$ cat src/rtl/btn_debounce_repeat.sv
//==============================================================================
// Module      : btn_debounce_repeat
// Description : Navigation push-button conditioner. Each button passes through
//               optional polarity inversion, a 2-FF synchronizer and a
//               stable-count debouncer. It then produces registered
//               press/release pulses, with auto-repeat on held buttons whose
//               REPEAT_MASK bit is set.
// Revision    : 1.0 - initial release
//==============================================================================
`timescale 1ns/1ps
`default_nettype none

module btn_debounce_repeat #(
    parameter int                 NUM_BTN      = 5,
    parameter int                 DEBOUNCE_CYC = 330000,
    parameter int                 REPEAT_DLY   = 16500000,
    parameter int                 REPEAT_PER   = 3300000,
    parameter logic [NUM_BTN-1:0] REPEAT_MASK  = 5'b01111,
    parameter bit                 ACTIVE_LOW   = 1'b0
) (
    input  logic               lcd_clk_33m,
    input  logic               rst_n,
    input  logic [NUM_BTN-1:0] btn_raw,
    output logic [NUM_BTN-1:0] btn_level,
    output logic [NUM_BTN-1:0] btn_press,
    output logic [NUM_BTN-1:0] btn_release,
    output logic               btn_any
);

    // Debounce counter only needs to reach DEBOUNCE_CYC-1 before it returns to 0
    localparam int C_CNT_W     = ($clog2(DEBOUNCE_CYC) > 0) ? $clog2(DEBOUNCE_CYC) : 1;
    // One repeat timer serves both the initial delay and the period
    localparam int C_RPT_MAX   = (REPEAT_DLY > REPEAT_PER) ? REPEAT_DLY : REPEAT_PER;
    localparam int C_TMR_W     = ($clog2(C_RPT_MAX) > 0) ? $clog2(C_RPT_MAX) : 1;

    localparam logic [C_CNT_W-1:0] C_DB_LAST  = C_CNT_W'(DEBOUNCE_CYC - 1);
    localparam logic [C_TMR_W-1:0] C_DLY_LAST = C_TMR_W'(REPEAT_DLY - 1);
    localparam logic [C_TMR_W-1:0] C_PER_LAST = C_TMR_W'(REPEAT_PER - 1);

    // Per-button repeat state machine encoding
    typedef enum logic [1:0] {
        S_IDLE   = 2'd0,
        S_DELAY  = 2'd1,
        S_REPEAT = 2'd2,
        S_HELD   = 2'd3
    } state_t;

    logic [NUM_BTN-1:0] w_raw;        // polarity-corrected raw pins, 1 = pressed
    logic [NUM_BTN-1:0] w_press_evt;  // press pulse to be registered this edge
    logic               r_any;

    // Fold the pin polarity in before synchronization so everything downstream is active-high
    if (ACTIVE_LOW) begin : g_pol_inv
        assign w_raw = ~btn_raw;
    end else begin : g_pol_pass
        assign w_raw = btn_raw;
    end

    for (genvar i = 0; i < NUM_BTN; i++) begin : g_btn
        logic               r_sync1;
        logic               r_sync2;
        logic               r_stable;
        logic               r_stable_d;
        logic [C_CNT_W-1:0] r_db_cnt;
        logic [C_TMR_W-1:0] r_timer;
        state_t             r_state;
        logic               r_press;
        logic               r_release;

        logic               w_rise;
        logic               w_fall;
        logic               w_dly_done;
        logic               w_per_done;

        // Two-stage synchronizer for the asynchronous pin
        always_ff @(posedge lcd_clk_33m or negedge rst_n) begin
            if (!rst_n) begin
                r_sync1 <= 1'b0;
                r_sync2 <= 1'b0;
            end else begin
                r_sync1 <= w_raw[i];
                r_sync2 <= r_sync1;
            end
        end

        // Accept a new level only after DEBOUNCE_CYC consecutive disagreeing cycles
        always_ff @(posedge lcd_clk_33m or negedge rst_n) begin
            if (!rst_n) begin
                r_db_cnt   <= '0;
                r_stable   <= 1'b0;
                r_stable_d <= 1'b0;
            end else begin
                r_stable_d <= r_stable;
                if (r_sync2 == r_stable) begin
                    r_db_cnt <= '0;
                end else if (r_db_cnt == C_DB_LAST) begin
                    r_stable <= r_sync2;
                    r_db_cnt <= '0;
                end else begin
                    r_db_cnt <= r_db_cnt + 1'b1;
                end
            end
        end

        assign w_rise     = r_stable & ~r_stable_d;
        assign w_fall     = ~r_stable & r_stable_d;
        assign w_dly_done = (r_timer == C_DLY_LAST);
        assign w_per_done = (r_timer == C_PER_LAST);

        // A release always wins, so a repeat that coincides with it is dropped
        assign w_press_evt[i] = ~w_fall &
                                (((r_state == S_IDLE)   & w_rise)     |
                                 ((r_state == S_DELAY)  & w_dly_done) |
                                 ((r_state == S_REPEAT) & w_per_done));

        // Repeat state machine with registered press/release pulses
        always_ff @(posedge lcd_clk_33m or negedge rst_n) begin
            if (!rst_n) begin
                r_state   <= S_IDLE;
                r_timer   <= '0;
                r_press   <= 1'b0;
                r_release <= 1'b0;
            end else begin
                r_press   <= w_press_evt[i];
                r_release <= w_fall;
                if (w_fall) begin
                    r_state <= S_IDLE;
                    r_timer <= '0;
                end else begin
                    case (r_state)
                        S_IDLE: begin
                            r_timer <= '0;
                            if (w_rise) begin
                                r_state <= REPEAT_MASK[i] ? S_DELAY : S_HELD;
                            end
                        end
                        S_DELAY: begin
                            if (w_dly_done) begin
                                r_state <= S_REPEAT;
                                r_timer <= '0;
                            end else begin
                                r_timer <= r_timer + 1'b1;
                            end
                        end
                        S_REPEAT: begin
                            if (w_per_done) begin
                                r_timer <= '0;
                            end else begin
                                r_timer <= r_timer + 1'b1;
                            end
                        end
                        S_HELD: begin
                            r_timer <= '0;
                        end
                        default: begin
                            r_state <= S_IDLE;
                            r_timer <= '0;
                        end
                    endcase
                end
            end
        end

        assign btn_level[i]   = r_stable;
        assign btn_press[i]   = r_press;
        assign btn_release[i] = r_release;
    end

    // Summary flag registered alongside the individual press pulses
    always_ff @(posedge lcd_clk_33m or negedge rst_n) begin
        if (!rst_n) begin
            r_any <= 1'b0;
        end else begin
            r_any <= |w_press_evt;
        end
    end

    assign btn_any = r_any;

endmodule

`default_nettype wire

$ cat config.mk
export PLATFORM = sky130hd
export DESIGN_NAME = btn_debounce_repeat
export DESIGN_NICKNAME = d
export VERILOG_FILES = /design/src/rtl/btn_debounce_repeat.sv
export SDC_FILE = /design/constraint.sdc
export NUM_CORES = 1
export LEC_CHECK = 0
export BUFFER_PORTS_ARGS = -buffer_cell sky130_fd_sc_hd__clkbuf_2
export CAP_MARGIN = 40
export CORE_MARGIN = 1.5
export CORE_UTILIZATION = 55
export DETAILED_ROUTE_END_ITERATION = 8
export GPL_TIMING_DRIVEN = 0
export HOLD_SLACK_MARGIN = 0.02
export PLACE_DENSITY = 0.71
export SYNTH_ARGS = -nofsm -noshare
export SYNTH_HDL_FRONTEND = slang
export SYNTH_SLANG_ARGS = --single-unit
export TNS_END_PERCENT = 20
$ cat constraint.sdc
create_clock -name lcd_clk_33m -period 5.34 [get_ports lcd_clk_33m]
set_input_delay 0.534 -clock lcd_clk_33m [delete_from_list [all_inputs] [get_ports lcd_clk_33m]]
set_output_delay 0.534 -clock lcd_clk_33m [all_outputs]
set_load 0.05 [all_outputs]
==> results of run 1 <==
-- path summary, 6_finish.rpt --
path	end	slack [ns]	cells after the start
max reg2reg	g_btn[2].r_timer[11]$_DFF_PN0_	2.98	8
min	g_btn[1].r_sync1$_DFF_PN0_	0.10	1
max in group asynchronous	g_btn[4].r_timer[9]$_DFF_PN0_	3.87	3
min in group asynchronous	g_btn[3].r_timer[8]$_DFF_PN0_	0.54	2
max	g_btn[2].r_timer[11]$_DFF_PN0_	2.98	8
min reg2reg	g_btn[4].r_sync2$_DFF_PN0_	0.35	0
-- flip-flops by register name, indices dropped and copies added (netlist names) --
register          count
btn_any               1
g_btn.r_db_cnt       95
g_btn.r_press         5
g_btn.r_release       5
g_btn.r_stable        5
g_btn.r_stable_d      5
g_btn.r_state        10
g_btn.r_sync1         5
g_btn.r_sync2         5
g_btn.r_timer       120
-- metal layers --
metal  vias up  GRT usage (%)
li1       4279              -
met1      4151          27.66
met2       103          31.31
met3        34          2.560
met4         0          4.623
met5         -              0
-- layout by cell type (no fill, tap or decap), drive strengths merged, types with 3 or more instances in the layout --
cell type,count
nor3b,4
nor3,19
a21oi,10
dfrtp,256
or2,4
a21o,3
nand3b,5
inv,39
nor4bb,6
xor2,127
xnor2,70
nand3,72
bufinv,3
clkbuf,72
buf,28
or4b,7
ha,20
nor4,15
nand2,95
a31oi,4
nand4b,6
or3,7
clkinv,7
and2,3
and4,19
nand2b,7
nand4,44
nor2b,11
and3,43
o21ai,14
nor2,279
nor4b,9
-- cells by family (layout without fill, tap and decap cells) --
| kind of cell | Yosys count | after routing | synth area share (%) |
|---|---|---|---|
| XOR/XNOR | 197 | 197 | 14.05 |
| adder cells (fa/ha/maj) | 20 | 20 | 2.038 |
| AO/OA/AOI/OAI | 39 | 39 | 1.936 |
| multiplexers | 1 | 1 | 0.09172 |
| buffers and inverters | 73 | 150 | 3.068 |
| flip-flops | 256 | 256 | 52.18 |
| AND/OR/NAND/NOR | 661 | 661 | 26.63 |
-- what timing repair did --
| action | in CTS | in global routing |
|---|---|---|
| hold endpoints to repair | 54 | 0 |
| hold buffers | 1 | 0 |
| endpoints found under the setup margin | 0 | 0 |
-- Yosys cell counts (2+ instances only) --
master	n	area (µm²)
o21ai_1	5	25.02
and2_1	3	18.77
nor2b_1	11	68.82
a21o_1	2	15.01
and3_1	42	262.8
buf_2	4	20.02
nand2b_1	7	43.79
nor3_1	19	95.09
or4b_1	5	50.05
or2_2	3	18.77
nor4b_1	9	78.83
ha_1	20	250.2
buf_4	19	142.6
or3_1	7	43.79
nor4_1	14	87.58
a31oi_1	4	25.02
xor2_1	127	1112
inv_1	37	138.9
xnor2_1	70	613.1
nand3_1	72	360.4
dfrtp_1	256	6406
buf_6	2	22.52
clkbuf_1	10	37.54
and4_1	18	157.7
nand4b_1	6	52.55
a21oi_1	10	50.05
nor3b_1	4	30.03
nand4_1	44	275.3
a211oi_1	2	15.01
nor4bb_1	6	60.06
o21ai_0	9	45.04
or4_1	2	15.01
nor2_1	279	1047
nand3b_1	5	37.54
and4b_1	2	20.02
nand2_1	95	356.6
-- power groups by stage --
| stage | sequential, mW | combinational, mW | clock (mW) |
|---|---|---|---|
| 6_report | 1.96 | 0.0728 | 1.95 |
| 5_1_grt | 1.97 | 0.0876 | 2.07 |
| 4_1_cts | 1.96 | 0.0778 | 2.01 |
| 3_5_place_dp | 2.00 | 0.0771 | 0 |
| 3_3_place_gp | 2.00 | 0.0698 | 0 |
| 2_1_floorplan | 2.00 | 0.0237 | 0 |
-- layout make-up --
class	count	area [µm²]
Sequential cell	256	6406
Timing Repair Buffer	25	183.9
Clock buffer	40	807.0
Buffer	36	237.7
Clock inverter	12	142.6
Inverter	37	138.9
Multi-Input combinational cell	918	5494
Fill cell	1840	8130
Tap cell	280	350.3
-- critical path: cells and delay by family (launching register included) --
| family | cells | cell delay (ns) |
|---|---|---|
| compound gates | 1 | 0.23 |
| fa+ha+maj | 1 | 0.22 |
| buf+inv | 1 | 0.26 |
| flops | 1 | 0.38 |
| simple gates | 5 | 1.14 |
-- stage by stage --
| step | util [%] | setup TNS (ns) | hold slack (ns) | std cells | area (µm²) |
|---|---|---|---|---|---|
| 3_3_place_gp | 58.18 | -381.96 | 0.3339 | 1549 | 12740 |
| 6_report | 62.86 | 0 | 0.1007 | 1604 | 13760 |
| 4_1_cts | 62.86 | 0 | 0.07414 | 1604 | 13760 |
| 3_5_place_dp | 58.48 | 0 | 0.3347 | 1551 | 12800 |
| 2_1_floorplan | - | 0 | 0.2384 | 1247 | 12280 |
| 5_1_grt | 62.86 | 0 | 0.08397 | 1604 | 13760 |
==> flow_summary.ini, run 1 <==
[outcome]
run_status = finished, final reports clean

[global_routing]
track_usage_pct = 19.28
grt_pass1_vias = 8383
grt_pass1_wl_um = 38590
overflow = 0
grt_max_degree = 111
antenna_found_initial = 0

[finish]
final_nets = 1330
syn2layout_area_growth_pct = 12.09
antennaDiodeCount = 0
drive_above_1_share_pct = 8.082

[placed_design]
port-buffer-count = 22
post-place-ws_ns = 2.971
dp_hpwl_um = 14640
routabilityCongestion = 0.7863

[yosys]
ys_warn_count = 0
avgSynthCellArea_um2 = 9.845
ys.flop_type = dfrtp_1
syn-num-nets = 1274
synth-edff-count = 0
synth_area_mm2 = 0.01228
ys_ff_latch = 256
ys_types = 53
yosysSeqAreaShare_pct = 52.18
netlist_instances = 1247
async_flop_share_pct = 100.0

[sta]
final-setup-viol-count = 0
fin_crit_ns = 2.361
slew_viol_final = 0
max_slew_margin_pct = 46.91
rsz0062_at_grt = false
fin_crit_sh_pct = 44.21
clock_skew_ns = 0.008830
hold_viol_final = 0
fmax_ghz = 0.4236
worst-slew-pin-transition_ns = 0.7903
finalWorstSetupSlack_ns = 2.979

[drt]
drt_iter0_drc = 265
firstDrtPassIters = 6
met3_wirelength_um = 544
drtAntennaViolNets = 0
drc = 0
via_count = 8567
avgRoutedWirePerCell_um = 13.50
finalWirelength_um = 21660
met2_length_um = 9864
wl_met1_um = 10810
top_layer_used = met4
vias_per_cell = 5.341

[power_and_ir_drop]
internal-power_mw = 3.167
vdd_drop_max_v = 0.0002035
clock_power_share_pct = 48.9
power_frac_seq_pct = 49.2
total_power_mw = 3.990
pwr_density_cell_mw_per_mm2 = 290.0
p_switching_uw = 822.9
power.leakage_nw = 5.938
swShare_pct = 20.62
pwr-share-comb_pct = 1.8

[clock_tree]
cts_setup_buffers = 0
cts-htree-levels = 1
root_buffer = clkbuf_16
clk_path_buf_depth = 3
clk_latency_ns = 0.54
clkSinkCount = 256
path_clk_slew_ns = 0.06
tritoncts = built
cts_buffers = 29
cts-resized-gates = 0

[die]
die_y_um = 152.4
io_pins = 23
rows = 54
coreArea_mm2 = 0.02189
start_util_pct = 56.08
dieWidth_um = 152.4
die-area_mm2 = 0.02323

[worst_setup_path]
arrival_ns = 2.77
worstPathRequired_ns = 5.75
cp_max_fo = 10
critPathMostFrequentCell = nand4_1
cp-end-kind = flop
crit_slowest_cell = nor3_1
worstPathCellList = ha_1, nand4_1, nor3_1, nand4_1, nand3b_1, a21o_1, buf_2, nor2_1
start_kind = flop
slowest_delay_ns = 0.44
crit_path_start = g_btn[2].r_timer[0]$_DFF_PN0_
r2r-start = g_btn[2].r_timer[0]$_DFF_PN0_
crit_type = flop to flop

[flow_run]
cap_violations = 0

[hold_path]
hold_path_class = primary input to flop
worstHoldStart = btn_raw[1]
(Power assumes the default switching activity.)
==> run 2: changes to the inputs <==
Settings changed: ABC_AREA set to 1, PLACE_DENSITY 0.71 to 0.74.
Clock period 5.34 ns to 2.1 ns, I/O delays scaled along.
==> flow_summary.ini, run 2 <==
[outcome]
run_status = finished, final reports clean

[placed_design]
dp_hpwl_um = 20440
place_area_mm2 = 0.01467
routabilityCongestion = 0.9028
post-place-ws_ns = 0.2443
port-buffer-count = 22

[worst_setup_path]
worstSetupPathDepth = 11
critPathMostFrequentCell = nand2_1
arrival_ns = 2.33
r2r_cells = 11
start_kind = flop
crit_family = simple AND/OR/NAND/NOR gates
slowest_delay_ns = 0.36
crit_slowest_cell = dfrtp_1
critical_path_buf_inv_count = 1
crit_type = flop to flop
worstPathCellList = ha_1, nand2_1, nor2_2, nand2_1, nor2_1, nand3_1, nand2_1, nand2_1, nand2_2, buf_6, nor3_1
cp-end-kind = flop
worstPathRequired_ns = 2.52
cp_max_fo = 10

[yosys]
synth.top_cell.area_share_pct = 45.47
async_flop_share_pct = 100.0
muxShareOfSynthArea_pct = 0
synth_compound_area_share_pct = 2.878
netlist_instances = 1775
ys_warn_count = 0
synth-edff-count = 0
avgSynthCellArea_um2 = 7.936
synthAdderAreaFrac_pct = 1.776
syn-num-nets = 1802
ys.flop_type = dfrtp_1
synthSimpleGateAreaFrac_pct = 34.46
ys_top_cells_by_area = dfrtp_1 45%, nor2_1 9.1%, nand2_1 8.7%
yosysMostFrequentCell = nor2_1
synth-xor-area-share_pct = 7.647
synth_top_family_by_area = simple AND/OR/NAND/NOR gates
synth_area_mm2 = 0.01409
yosysTopAreaCell = dfrtp_1
ys_types = 47
synth_top_cells_by_count = 341 x nor2_1, 325 x nand2_1, 256 x dfrtp_1, 220 x inv_1, 111 x nand3_1
yosysSeqAreaShare_pct = 45.47
ys_ff_latch = 256

[sta]
rsz0062_at_grt = false
fin_crit_ns = 1.904
hold_viol_final = 0
final-setup-viol-count = 0
fmax_ghz = 0.5253
fin_crit_sh_pct = 90.65
finalWorstSetupSlack_ns = 0.1964
max_slew_margin_pct = 53.04
slew_viol_final = 0
clock_skew_ns = 0.006074
worst-slew-pin-transition_ns = 0.6997
fin_tns_setup_ns = 0

[power_and_ir_drop]
p_switching_mw = 2.200
total_power_mw = 10.08
internal-power_mw = 7.882
pwr-share-comb_pct = 2.0
power.leakage_nw = 6.665
vdd_drop_max_v = 0.0006442
power_frac_seq_pct = 49.6
clock_power_share_pct = 48.4
pwr_density_cell_mw_per_mm2 = 644.2
swShare_pct = 21.82

[clock_tree]
tritoncts = built
hold_buffers = 6
clk_latency_ns = 0.54
cts_setup_buffers = 0
clkSinkCount = 256
clk_path_buf_depth = 3
cts-resized-gates = 0
root_buffer = clkbuf_16
cts-htree-levels = 1
cts_buffers = 29
path_clk_slew_ns = 0.06

[finish]
reg_top3 = g_btn.r_timer (120), g_btn.r_db_cnt (95), g_btn.r_state (10)
fin_area_mm2 = 0.01565
drive_above_1_share_pct = 9.115
syn2layout_area_growth_pct = 11.08
final_nets = 1863
final_common_cell = nor2_1
final_cell_mix = 341 x nor2_1, 325 x nand2_1, 256 x dfrtp_1, 220 x inv_1, 111 x nand3_1
largest_register_ffs = 120
antennaDiodeCount = 0
utilization_pct = 62.14
top_register = g_btn.r_timer

[hold_path]
hold_path_class = primary input to asynchronous set/reset pin

[drt]
top_layer_used = met4
drc = 0
firstDrtPassIters = 5
drtAntennaViolNets = 0
via_count = 11472
wl_met1_um = 13820
avgRoutedWirePerCell_um = 13.06
vias_per_cell = 5.253
drt_iter0_drc = 814
met2_length_um = 12800
met3_wirelength_um = 1157
finalWirelength_um = 28530

[global_routing]
track_usage_pct = 22.71
grt_pass1_wl_um = 50760
antenna_found_initial = 0
grt_max_degree = 111
overflow = 0
grt_pass1_vias = 11092

[die]
die_y_um = 163.0
start_util_pct = 55.94
rows = 58
die-area_mm2 = 0.02658
dieWidth_um = 163.0
io_pins = 23
coreArea_mm2 = 0.02518

[flow_run]
cap_violations = 0
run 2: cell count changes after synthesis, sizes merged, moves of 19 or more:
cell / previous run / this run
xnor2: 70 / 20
and4: 19 / 0
nand2: 95 / 337
nor3b: 4 / 23
nand3: 72 / 120
and3: 43 / 2
nor2: 279 / 362
nor3: 19 / 112
inv: 37 / 227
xor2: 127 / 103
run 2: final cells by class:
cell class                 instances  area [µm²]
multi-input combinational       1261        6588
clock buffer                      34       774.5
inverter                         228       855.8
tap                              330       412.9
timing repair buffer              30       234.0
clock inverter                    15       140.1
fill                            2211        9533
sequential                       256        6406
buffer                            30       237.7
run 2: logic make-up (layout without fill, tap and decap cells):
group / Yosys count / count (layout)
AO/OA/AOI/OAI: 72 / 72
AND/OR/NAND/NOR: 1046 / 1046
buffers and inverters: 258 / 337
XOR/XNOR: 123 / 123
flip-flops: 256 / 256
adder cells (fa/ha/maj): 20 / 20
run 2: path summary, 6_finish.rpt:
kind,slack (ns),startpoint,endpoint
max,0.20,g_btn[4].r_timer[0]$_DFF_PN0_,g_btn[4].r_timer[13]$_DFF_PN0_
min,0.25,rst_n,g_btn[4].r_db_cnt[12]$_DFF_PN0_
max reg2reg,0.20,g_btn[4].r_timer[0]$_DFF_PN0_,g_btn[4].r_timer[13]$_DFF_PN0_
min reg2reg,0.35,g_btn[0].r_sync1$_DFF_PN0_,g_btn[0].r_sync2$_DFF_PN0_
max in group asynchronous,0.92,rst_n,g_btn[1].r_timer[5]$_DFF_PN0_
min in group lcd_clk_33m,0.31,btn_raw[0],g_btn[0].r_sync1$_DFF_PN0_
run 2: layer usage:
layer	track usage [%]	up-vias
met5	0	-
met4	6.631	0
met3	2.895	61
met2	36.71	233
met1	32.10	5369
li1	-	5809
run 2: power groups by stage:
stage | registers [mW] | clock network [mW] | logic (mW)
3_3_place_gp | 5.09 | 0 | 0.187
3_5_place_dp | 5.08 | 0 | 0.204
4_1_cts | 5.00 | 4.99 | 0.214
5_1_grt | 5.00 | 5.21 | 0.246
6_report | 5.00 | 4.88 | 0.204
2_1_floorplan | 5.08 | 0 | 0.0671
run 2: metrics by stage:
| stage | hold slack, ns | std cells |
|---|---|---|
| 2_1_floorplan | -0.08559 | 1775 |
| 3_3_place_gp | 0.3184 | 2127 |
| 3_5_place_dp | 0.2811 | 2129 |
| 4_1_cts | 0.2636 | 2184 |
| 5_1_grt | 0.2991 | 2184 |
| 6_report | 0.2480 | 2184 |
run 2: worst reg2reg max path, stage by stage, from the launching register on:
cell,delay [ns]
dfrtp_1,0.36
ha_1,0.17
nand2_1,0.09
nor2_2,0.14
nand2_1,0.13
nor2_1,0.25
nand3_1,0.11
nand2_1,0.06
nand2_1,0.08
nand2_2,0.16
buf_6,0.18
nor3_1,0.06
